`src/rtl/quad_rr_arbiter.sv`:
```
// Four-way round-robin arbiter with active-low one-hot grant, a per-ownership hold
// limit, and a forced two-cycle idle gap between successive owners.
//
// state     | meaning
// S_IDLE    | no owner; winner picked from req searching ptr+1 .. ptr
// S_GRANT   | owner ptr_q holds gnt_n low; hold counter advancing
// S_RELEASE | grant withdrawn for one cycle; req ignored
module quad_rr_arbiter #(
   parameter int MAX_HOLD = 8,
   parameter int CW       = 4
) (
   input  logic       clk,
   input  logic       rst_n,
   input  logic [3:0] req,
   output logic [3:0] gnt_n,
   output logic [1:0] gnt_idx,
   output logic       busy,
   output logic       timeout
);

   typedef enum logic [1:0] {
      S_IDLE    = 2'd0,
      S_GRANT   = 2'd1,
      S_RELEASE = 2'd2
   } state_t;

   if (MAX_HOLD < 1 || MAX_HOLD > 15 || (1 << CW) <= MAX_HOLD) begin : g_param_err
      $error("quad_rr_arbiter: MAX_HOLD must be 1..15 and fit in CW bits");
   end

   state_t        state_q;
   logic [3:0]    gnt_n_q;
   logic [1:0]    gnt_idx_q;
   logic          busy_q;
   logic          timeout_q;
   logic [1:0]    ptr_q;
   logic [CW-1:0] cnt_q;

   logic [1:0]    win_d;
   logic          found_d;
   logic [1:0]    cand_d;

   // Rotating priority: the last owner is searched last.
   always_comb begin
      win_d   = ptr_q;
      found_d = 1'b0;
      cand_d  = ptr_q;
      for (int k = 1; k <= 4; k++) begin
         cand_d = ptr_q + 2'(k);
         if (!found_d && req[cand_d]) begin
            win_d   = cand_d;
            found_d = 1'b1;
         end
      end
   end

   always_ff @(posedge clk) begin
      if (!rst_n) begin
         state_q   <= S_IDLE;
         gnt_n_q   <= 4'b1111;
         gnt_idx_q <= 2'd0;
         busy_q    <= 1'b0;
         timeout_q <= 1'b0;
         ptr_q     <= 2'd3;
         cnt_q     <= '0;
      end else begin
         case (state_q)
            S_IDLE: begin
               timeout_q <= 1'b0;
               if (found_d) begin
                  state_q   <= S_GRANT;
                  gnt_n_q   <= ~(4'b0001 << win_d);
                  gnt_idx_q <= win_d;
                  busy_q    <= 1'b1;
                  cnt_q     <= '0;
                  ptr_q     <= win_d;
               end
            end
            S_GRANT: begin
               // A voluntary drop wins over the hold limit, so no timeout then.
               if (!req[ptr_q]) begin
                  state_q   <= S_RELEASE;
                  gnt_n_q   <= 4'b1111;
                  gnt_idx_q <= 2'd0;
                  busy_q    <= 1'b0;
                  timeout_q <= 1'b0;
                  cnt_q     <= '0;
               end else if (cnt_q == CW'(MAX_HOLD - 1)) begin
                  state_q   <= S_RELEASE;
                  gnt_n_q   <= 4'b1111;
                  gnt_idx_q <= 2'd0;
                  busy_q    <= 1'b0;
                  timeout_q <= 1'b1;
                  cnt_q     <= '0;
               end else begin
                  cnt_q <= cnt_q + CW'(1);
               end
            end
            S_RELEASE: begin
               state_q   <= S_IDLE;
               gnt_n_q   <= 4'b1111;
               gnt_idx_q <= 2'd0;
               busy_q    <= 1'b0;
               timeout_q <= 1'b0;
            end
            default: begin
               state_q   <= S_IDLE;
               gnt_n_q   <= 4'b1111;
               gnt_idx_q <= 2'd0;
               busy_q    <= 1'b0;
               timeout_q <= 1'b0;
               cnt_q     <= '0;
            end
         endcase
      end
   end

   assign gnt_n   = gnt_n_q;
   assign gnt_idx = gnt_idx_q;
   assign busy    = busy_q;
   assign timeout = timeout_q;

endmodule
```
`config.mk`:
```
export PLATFORM = sky130hd
export DESIGN_NAME = quad_rr_arbiter
export DESIGN_NICKNAME = d
export VERILOG_FILES = /design/src/rtl/quad_rr_arbiter.sv
export SDC_FILE = /design/constraint.sdc
export NUM_CORES = 1
export LEC_CHECK = 0
export BUFFER_PORTS_ARGS = -buffer_cell sky130_fd_sc_hd__buf_2
export CAP_MARGIN = 5
export CORE_MARGIN = 3
export CORE_UTILIZATION = 45
export DETAILED_ROUTE_END_ITERATION = 10
export PLACE_DENSITY = 0.76
export SLEW_MARGIN = 20
export SYNTH_ARGS = -nofsm -noshare
export SYNTH_HDL_FRONTEND = slang
export SYNTH_SLANG_ARGS = --single-unit
export TNS_END_PERCENT = 10
```
`constraint.sdc`:
```
create_clock -name clk -period 1.6 [get_ports clk]
set_input_delay 0.32 -clock clk [delete_from_list [all_inputs] [get_ports clk]]
set_output_delay 0.32 -clock clk [all_outputs]
set_load 0.03 [all_outputs]
```
==> reports/qor.yml, run 1 <==
outcome: "finished clean"
grt_pass1_vias: 644
seq_area_frac_synth_pct: 42.7
yosys.area.top_type_share_pct: 42.7
hold_viol: 0
n_fill_cell: 116
yosysUniqueCellTypes: 32
area_growth_pct: 27.6
arrival_ps: 1800
fin_skew_ps: 1.30
critPathKind: "register to register"
synth_area_leader_cell: "dfxtp_1"
clock-root-buffer: "clkbuf_4"
cts.sinks: 15
netlist_instances: 75
cp-start-kind: "register"
slew_viol_final: 0
tritoncts: "yes"
grt_max_degree: 10
dp.cells: 111
first_pass_iters: 4
die_w_um: 45.5
final_nets: 108
tightest_slew_ps: 313
avgRoutedWirePerCell_um: 13.7
post-route-period-util_pct: 97.1
cp-end-kind: "register"
grt_pass1_wl_mm: 2.74
grt.overflow.total: 0
cap_violations: 0
drtIter0Drc: 34
die_area_um2: 2070
p_total_mw: 1.01
io_pins: 14
layout-drive-gt1-share_pct: 34.0
max_clock_freq_ghz: 0.644
postCtsHoldBufs: 0
stdcell_count: 115
antenna_cells: 0
synth-seq-cells: 15
cts_max_level: 1
setup_viol_count_final: 0
hold_ws_ps: 286
via_per_inst: 5.89
syn_area_per_cell_um2: 9.38
cts_buffers: 3
synth_fp_nets: 82
min_from: "rst_n"
async_reset_ff_share_pct: 0
synth_top_cells_by_area: "dfxtp_1 (43%), o32a_1 (5.7%), mux4_2 (3.2%), inv_1 (2.7%), nor2_1 (2.7%)"
rsz0062_at_grt: "yes"
post-route-min-period_ps: 1550
synth_area_um2: 703
power.leakage_nw: 0.376
reg2reg_slack_ps: 50
yosysWarnings: 0
synth_edf_count: 0
r2r-end: "gnt_n[1]$_SDFFE_PN1P_"
dieHeight_um: 45.5
worst-r2r-cell-count: 4
core_area_um2: 1380
start_util_pct: 50.9
hold_class: "input pin to register"
synthFlopType: "dfxtp_1"
drt_wl_total_mm: 1.57
vdd_drop_max_v: 0.000749
clk-insertion-delay-late_ps: 290
min_path_cells: 2
hpwlAfterDp_mm: 1.17
worstReg2RegStart: "ptr_q[0]$_SDFFE_PN1P_"
antenna_found_initial: 0
drc_errors: 0
place.port_buffers: 13
place.gp.congestion: 0.860
clk_pin_slew_worst_paths_ps: 90
required_ps: 1840
ant_nets: 0
clk_path_buf_depth: 2
vias: 677
slew_headroom_pct: 78.9
p_per_area_nw_per_um2: 1120
row_count: 13
track_usage_pct: 19.1
hold_end: "ptr_q[1]$_SDFFE_PN1P_"
crit_fanout: 6
cts_setup_buffers: 0
[registers in the layout (all words and copies together) (netlist names)]
signal / cells
busy: 1
cnt_q: 4
gnt_idx: 2
gnt_n: 4
ptr_q: 2
state_q: 1
timeout: 1
[how the worst max path moves through the flow]
stage / startpoint / to / slack [ps] / cells past startpoint
5_1_grt: ptr_q[0]$_SDFFE_PN1P_ / gnt_n[0]$_SDFFE_PN1P_ / -7 / 4
6_report: ptr_q[0]$_SDFFE_PN1P_ / gnt_n[1]$_SDFFE_PN1P_ / 50 / 4
2_1_floorplan: req[2] / gnt_idx[0]$_SDFFE_PN0P_ / -6 / 5
3_5_place_dp: req[2] / gnt_n[0]$_SDFFE_PN1P_ / -80 / 5
3_3_place_gp: req[2] / gnt_n[3]$_SDFFE_PN1P_ / -40 / 5
4_1_cts: ptr_q[0]$_SDFFE_PN1P_ / gnt_n[0]$_SDFFE_PN1P_ / 40 / 4
[critical path: stages (launching register included)]
cell	delay, ps
dfxtp_2	350
mux4_2	530
and3_4	200
o211ai_4	230
o32a_1	190
[repair_timing]
item / 4_1_cts / 5_1_grt
gates cloned: 0 / 0
resized for setup: 2 / 0
pin swaps: 0 / 1
setup endpoints to repair: 1 / 2
[synth_stat cells (all sizes together), types with 3 or more instances]
library cell	n
dfxtp	15
inv	5
nor2	5
nand2	4
o32a	4
a21oi	3
o211ai	3
o21ai	3
[metrics by stage]
stage / util (%) / TNS, ps / worst slack, ps / instance area [µm²]
floorplan: - / -6.33 / -6.33 / 704
global placement: 61.9 / -308 / -42.8 / 856
detailed placement: 61.9 / -518 / -78.7 / 856
CTS: 64.9 / 0 / 40.1 / 897
global route: 64.9 / -13.1 / -7.29 / 897
finish: 64.9 / 0 / 46.3 / 897
[metal layers]
| metal | part of all wire, % | up-vias | track usage [%] |
|---|---|---|---|
| met5 | 0 | - | 0 |
| met4 | 2.9 | 0 | 14.0 |
| met3 | 6.4 | 5 | 4.74 |
| met2 | 41 | 25 | 25.3 |
| met1 | 49 | 313 | 26.1 |
| li1 | - | 334 | - |
[kinds of logic after synthesis]
kind of cell / synth area share, %
AO/OA/AOI/OAI: 26.0
AND/OR/NAND/NOR: 21.0
multiplexers: 4.80
flip-flops: 42.7
adder cells (fa/ha/maj): 1.78
buffers and inverters: 3.74
[power breakdown]
group	switching [mW]	internal (mW)	total, mW
clock	0.132	0.0933	0.225
sequential	0.0216	0.414	0.436
combinational	0.196	0.151	0.347
[final cells by class]
type	instances	area [µm²]	area share [%]
Multi-Input combinational cell	53	390	43.5
Sequential cell	15	302	33.6
Timing Repair Buffer	23	140	15.6
Clock buffer	3	22.5	2.51
Inverter	5	18.8	2.09
Tap cell	15	18.8	2.09
Clock inverter	1	5.00	0.558
[layout by cell type (no fill, tap or decap), types with 2 or more instances in the layout]
cell / instances
o22ai_1: 2
nor3_1: 2
a31oi_1: 2
nand2_1: 4
nand3b_1: 2
o211ai_1: 2
a21oi_1: 3
a21o_1: 2
dfxtp_1: 14
or4_1: 2
o21ai_0: 3
nand2b_1: 2
clkbuf_4: 3
nor2b_1: 2
buf_2: 13
inv_1: 5
nor2_1: 5
o32a_1: 4
buf_4: 10
Note: power is estimated with default switching activity, not from simulation.
==> run 2, diff against run 1 <==
--- a/config.mk
+++ b/config.mk
@@ -8,9 +8,9 @@
 export BUFFER_PORTS_ARGS = -buffer_cell sky130_fd_sc_hd__buf_2
 export CAP_MARGIN = 5
 export CORE_MARGIN = 3
-export CORE_UTILIZATION = 45
+export CORE_UTILIZATION = 46
 export DETAILED_ROUTE_END_ITERATION = 10
-export PLACE_DENSITY = 0.76
+export PLACE_DENSITY = 0.77
 export SLEW_MARGIN = 20
 export SYNTH_ARGS = -nofsm -noshare
 export SYNTH_HDL_FRONTEND = slang
==> run 2 against run 1 <==
Combinational power rose by 1%. Sequential cell count did not move. Fmax rose by 1.6%. Sequential power rose by 0.9%. Design area rose by 1.1%. Sequential share of layout area fell by 0.37 points. Die area fell by 1.9%. Power did not move. Final cell count rose by 0.87%.
==> reports/qor.yml, run 2 (same netlist as run 1, synthesis figures left out) <==
layout-drive-gt1-share_pct: 35.6  # was 34.0%
clk_path_buf_depth: 2  # unchanged
tritoncts: "yes"  # unchanged
cp_cell_sequence: "mux4_2 -> and3_4 -> o211ai_4 -> o32a_1"  # unchanged
vias: 689  # was 677
grt_pass1_wl_mm: 2.82  # was 2.74 mm
clk-insertion-delay-late_ps: 280  # was 290 ps
cp_top_family: "multiplexers"  # unchanged
cp.depth: 4  # unchanged
cts_max_level: 1  # unchanged
io_pins: 14  # unchanged
cp-start-kind: "register"  # unchanged
slew_headroom_pct: 80.8  # was 78.9%
cap_violations: 0  # unchanged
drtIter0Drc: 28  # was 34
slew_viol_final: 0  # unchanged
hold_ws_ps: 306  # was 286 ps
critical-path-max-stage-delay_ps: 510  # was 530 ps
postCtsHoldBufs: 0  # unchanged
power.leakage_nw: 0.377  # was 0.376 nW
die_area_um2: 2030  # was 2070 µm²
hpwlAfterDp_mm: 1.24  # was 1.17 mm
antenna_found_initial: 0  # unchanged
worst-r2r-cell-count: 4  # unchanged
final_cell_mix: "dfxtp_1 (14), buf_2 (13), buf_4 (11)"  # was dfxtp_1 (14), buf_2 (13), buf_4 (10)
cp-end-kind: "register"  # unchanged
crit_path_start: "ptr_q[0]$_SDFFE_PN1P_"  # unchanged
fin_skew_ps: 6.97  # was 1.30 ps
cts_buffers: 3  # unchanged
hold_end: "ptr_q[1]$_SDFFE_PN1P_"  # unchanged
p_per_area_nw_per_um2: 1110  # was 1120 nW/µm²
grt_max_degree: 10  # unchanged
drc_errors: 0  # unchanged
grt.overflow.total: 0  # unchanged
hold_class: "input pin to register"  # unchanged
drt_wl_total_mm: 1.66  # was 1.57 mm
area_growth_pct: 29.0  # was 27.6%
min_path_cells: 2  # unchanged
setup_viol_count_final: 0  # unchanged
tightest_slew_ps: 285  # was 313 ps
placed_area_um2: 863  # was 856 µm²
worstReg2RegStart: "ptr_q[0]$_SDFFE_PN1P_"  # unchanged
ant_nets: 0  # unchanged
avgRoutedWirePerCell_um: 14.3  # was 13.7 µm
post-route-period-util_pct: 95.5  # was 97.1%
cts_setup_buffers: 0  # unchanged
max_clock_freq_ghz: 0.654  # was 0.644 GHz
dieHeight_um: 45.1  # was 45.5 µm
place.gp.congestion: 0.829  # was 0.860
reg2reg_slack_ps: 70  # was 50 ps
stdcell_count: 116  # was 115
design_area_um2: 907  # was 897 µm²
dp.cells: 112  # was 111
antenna_cells: 0  # unchanged
core_area_um2: 1370  # was 1380 µm²
required_ps: 1830  # was 1840 ps
place.port_buffers: 13  # unchanged
final_common_cell: "dfxtp_1"  # unchanged
grt_pass1_vias: 695  # was 644
clock-root-buffer: "clkbuf_4"  # unchanged
via_per_inst: 5.94  # was 5.89
r2r-end: "gnt_n[1]$_SDFFE_PN1P_"  # unchanged
clk_pin_slew_worst_paths_ps: 90  # about the same
rsz0062_at_grt: "no"  # was yes
post-route-min-period_ps: 1530  # was 1550 ps
critPathKind: "register to register"  # unchanged
arrival_ps: 1750  # was 1800 ps
start_util_pct: 51.5  # was 50.9%
min_from: "rst_n"  # unchanged
cts.sinks: 15  # unchanged
row_count: 13  # unchanged
outcome: "finished clean"  # unchanged
final_nets: 109  # was 108
hold_viol: 0  # unchanged
p_total_mw: 1.01  # unchanged
die_w_um: 45.1  # was 45.5 µm
slowest_stage: "mux4_2"  # unchanged
path_buf_inv: 0  # unchanged
track_usage_pct: 18.9  # was 19.1%
first_pass_iters: 4  # unchanged
final_util_pct: 66.4  # was 64.9%
cts_resized: 0  # was 2
crit_fanout: 6  # unchanged
vdd_drop_max_v: 0.000674  # was 0.000749 V
## run 2: cell types whose count changed in the layout (fill, tap and decap cells not counted), sizes merged
cell | before | now
buf | 23 | 24
## run 2: cell type report
| cell class | count | area [µm²] |
|---|---|---|
| fillers | 121 | 459 |
| multi-input cells | 53 | 393 |
| flip-flops and latches | 15 | 302 |
| repair buffers | 24 | 148 |
| clock buffers | 3 | 22.5 |
| inverters | 5 | 18.8 |
| well taps | 15 | 18.8 |
| clock inverters | 1 | 5.00 |
## run 2: power breakdown
| group | leakage, nW | switching [mW] | internal, mW |
|---|---|---|---|
| combinational | 0.237 | 0.197 | 0.155 |
| clock | 0.0177 | 0.122 | 0.0927 |
| sequential | 0.123 | 0.0264 | 0.414 |
## run 2: stage by stage
step,setup WS [ps],TNS [ps]
5_1_grt,10.5,0
3_5_place_dp,-71.4,-463
4_1_cts,14.7,0
3_3_place_gp,-45.3,-290
6_report,71.3,0
2_1_floorplan,-6.33,-6.33
## run 2: worst max-delay path by stage
stage	endpoint	slack, ps
floorplan	gnt_idx[0]$_SDFFE_PN0P_	-6
detailed placement	gnt_n[2]$_SDFFE_PN1P_	-70
global placement	gnt_n[2]$_SDFFE_PN1P_	-50
finish	gnt_n[1]$_SDFFE_PN1P_	70
global route	gnt_n[0]$_SDFFE_PN1P_	10
CTS	gnt_n[1]$_SDFFE_PN1P_	10
## run 2: metal layers
layer	vias to the layer above	track usage (%)	wire, µm
li1	337	-	-
met1	321	24.0	754
met2	29	30.2	796
met3	2	3.59	95
met4	0	9.94	14
met5	-	0	0
==> run 3, diff against run 2 <==
--- a/config.mk
+++ b/config.mk
@@ -8,9 +8,9 @@
 export BUFFER_PORTS_ARGS = -buffer_cell sky130_fd_sc_hd__buf_2
 export CAP_MARGIN = 5
 export CORE_MARGIN = 3
-export CORE_UTILIZATION = 46
+export CORE_UTILIZATION = 25
 export DETAILED_ROUTE_END_ITERATION = 10
-export PLACE_DENSITY = 0.77
+export PLACE_DENSITY = 0.5
 export SLEW_MARGIN = 20
 export SYNTH_ARGS = -nofsm -noshare
 export SYNTH_HDL_FRONTEND = slang
==> run 3 against run 2 <==
Power increased by 0.95%. Clock power decreased by 3%. Worst setup slack got worse by 29 ps. Routed wire length decreased by 1.8%. Via count decreased by 2.2%. Clock skew increased by 0.66 ps. Register-to-register slack got worse by 30 ps. Count of clock-buffer cells in the layout increased by 1. Design area increased by 4.4%. Critical path depth unchanged. Worst hold slack improved by 9.9 ps. Largest power group unchanged.
==> reports/qor.yml, run 3 (same netlist as run 1, synthesis figures left out) <==
power.leakage_nw: 0.386  # was 0.377 nW
required_ps: 1820  # was 1830 ps
outcome: "finished clean"  # unchanged
antenna_found_initial: 0  # unchanged
p_comb_share_pct: 36.5  # was 35.0%
p_total_mw: 1.02  # was 1.01 mW
swShare_pct: 33.1  # was 34.3%
grtUsageMet2_pct: 16.9  # was 30.2%
antenna_cells: 0  # unchanged
n_fill_cell: 269  # was 121
final_common_cell: "dfxtp_1"  # unchanged
grt_util_met3_pct: 3.92  # was 3.59%
tritoncts: "yes"  # unchanged
cap_violations: 0  # unchanged
clock-root-buffer: "clkbuf_4"  # unchanged
grt_pass1_vias: 641  # was 695
hold_ws_ps: 316  # was 306 ps
intPower_uw: 681  # was 662 µW
post-route-min-period_ps: 1560  # was 1530 ps
cts.sinks: 15  # unchanged
final_util_pct: 36.9  # was 66.4%
grt_max_degree: 9  # was 10
cp-start-kind: "register"  # unchanged
vdd_drop_max_v: 0.000547  # was 0.000674 V
design_area_um2: 947  # was 907 µm²
p_per_area_nw_per_um2: 1070  # was 1110 nW/µm²
layout-drive-gt1-share_pct: 35.3  # was 35.6%
top_usage_layer: "met2"  # unchanged
avgRoutedWirePerCell_um: 12.3  # was 14.3 µm
final_nets: 110  # was 109
slew_viol_final: 0  # unchanged
finalSetupTns_ps: 0  # unchanged
final_cell_mix: "dfxtp_1 (14), buf_2 (13), buf_4 (11)"  # unchanged
hold_viol: 0  # unchanged
drc_errors: 0  # unchanged
fin_skew_ps: 7.63  # was 6.97 ps
clk_pin_slew_worst_paths_ps: 80  # was 90 ps
power.switching_uw: 337  # was 346 µW
via_per_inst: 5.11  # was 5.94
post-route-period-util_pct: 97.4  # was 95.5%
clk_path_buf_depth: 2  # unchanged
max_clock_freq_ghz: 0.642  # was 0.654 GHz
grt.overflow.total: 0  # unchanged
slew_headroom_pct: 79.3  # was 80.8%
start_util_pct: 27.4  # was 51.5%
cts_buffers: 3  # unchanged
row_count: 18  # was 13
dieHeight_um: 59.0  # was 45.1 µm
io_pins: 14  # unchanged
postCtsHoldBufs: 0  # unchanged
hold_class: "input pin to register"  # unchanged
drtIter0Drc: 15  # was 28
rsz0062_at_grt: "yes"  # was no
ant_nets: 0  # unchanged
first_pass_iters: 4  # unchanged
place.port_buffers: 13  # unchanged
cp-end-kind: "register"  # unchanged
critPathKind: "register to register"  # unchanged
core_area_um2: 2570  # was 1370 µm²
vias: 674  # was 689
gr-usage-met1_pct: 12.3  # was 24.0%
grt_pass1_wl_mm: 2.72  # was 2.82 mm
setup_viol_count_final: 0  # unchanged
area_growth_pct: 34.7  # was 29.0%
cts_max_level: 1  # unchanged
hpwlAfterDp_mm: 1.24  # about the same
track_usage_pct: 10.3  # was 18.9%
drt_wl_total_mm: 1.63  # was 1.66 mm
power.share.clock_pct: 20.5  # was 21.3%
tightest_slew_ps: 311  # was 285 ps
clk-insertion-delay-late_ps: 270  # was 280 ps
power_frac_seq_pct: 43.0  # was 43.7%
placed_area_um2: 867  # was 863 µm²
die_area_um2: 3490  # was 2030 µm²
place.gp.congestion: 0.778  # was 0.829
die_w_um: 59.0  # was 45.1 µm
crit_fanout: 6  # unchanged
arrival_ps: 1780  # was 1750 ps
run 3: changes by cell type in the layout (fill, tap and decap cells not counted), sizes merged:
cell / before / now
clkinv: 1 / 0
clkbuf: 3 / 4
buf: 24 / 25
run 3: through the flow:
stage / std cells / worst slack (ps)
2_1_floorplan: 75 / -6.33
3_3_place_gp: 125 / -60.3
3_5_place_dp: 125 / -64.8
4_1_cts: 130 / 5.15
5_1_grt: 132 / -36.8
6_report: 132 / 42.2
run 3: final cells by class:
cell class	count	area (µm²)	area share (%)
clock buffer	4	26.3	2.77
inverter	5	18.8	1.98
multi-input combinational	53	402	42.4
sequential	15	304	32.1
tap	30	37.5	3.96
timing repair buffer	25	159	16.8
run 3: worst paths after layout:
path	from	endpoint	slack [ps]	depth (start not counted)
worst max-delay path	ptr_q[0]$_SDFFE_PN1P_	gnt_n[3]$_SDFFE_PN1P_	40	4
worst min register to register	gnt_idx[1]$_SDFFE_PN0P_	gnt_idx[1]$_SDFFE_PN0P_	470	2
worst max register to register	ptr_q[0]$_SDFFE_PN1P_	gnt_n[3]$_SDFFE_PN1P_	40	4
worst min-delay path	rst_n	ptr_q[1]$_SDFFE_PN1P_	320	2
run 3: per-layer routing:
| layer | wire (µm) | share of wire (%) |
|---|---|---|
| met1 | 698 | 43 |
| met5 | 0 | 0 |
| met3 | 84 | 5.2 |
| met4 | 27 | 1.7 |
| met2 | 819 | 50 |
run 3: power by group through the flow:
stage               logic (mW)  clock network [mW]  registers (mW)
finish                   0.372               0.208           0.437
CTS                      0.347               0.217           0.439
floorplan                0.160                   0           0.494
detailed placement       0.323                   0           0.450
global placement         0.323                   0           0.449
global route             0.404               0.237           0.445
run 3: repair_timing:
| action | in CTS | in global routing |
|---|---|---|
| endpoints found under the setup margin | 7 | 7 |
| pin swaps | 1 | 7 |
| setup buffers | 1 | 2 |
| resized for setup | 3 | 3 |
run 3: critical path, cell delays in order (launching register included):
cell and delay, ps:
dfxtp_4 370, mux4_2 530, and3_4 180, o211ai_4 250
o32a_1 190
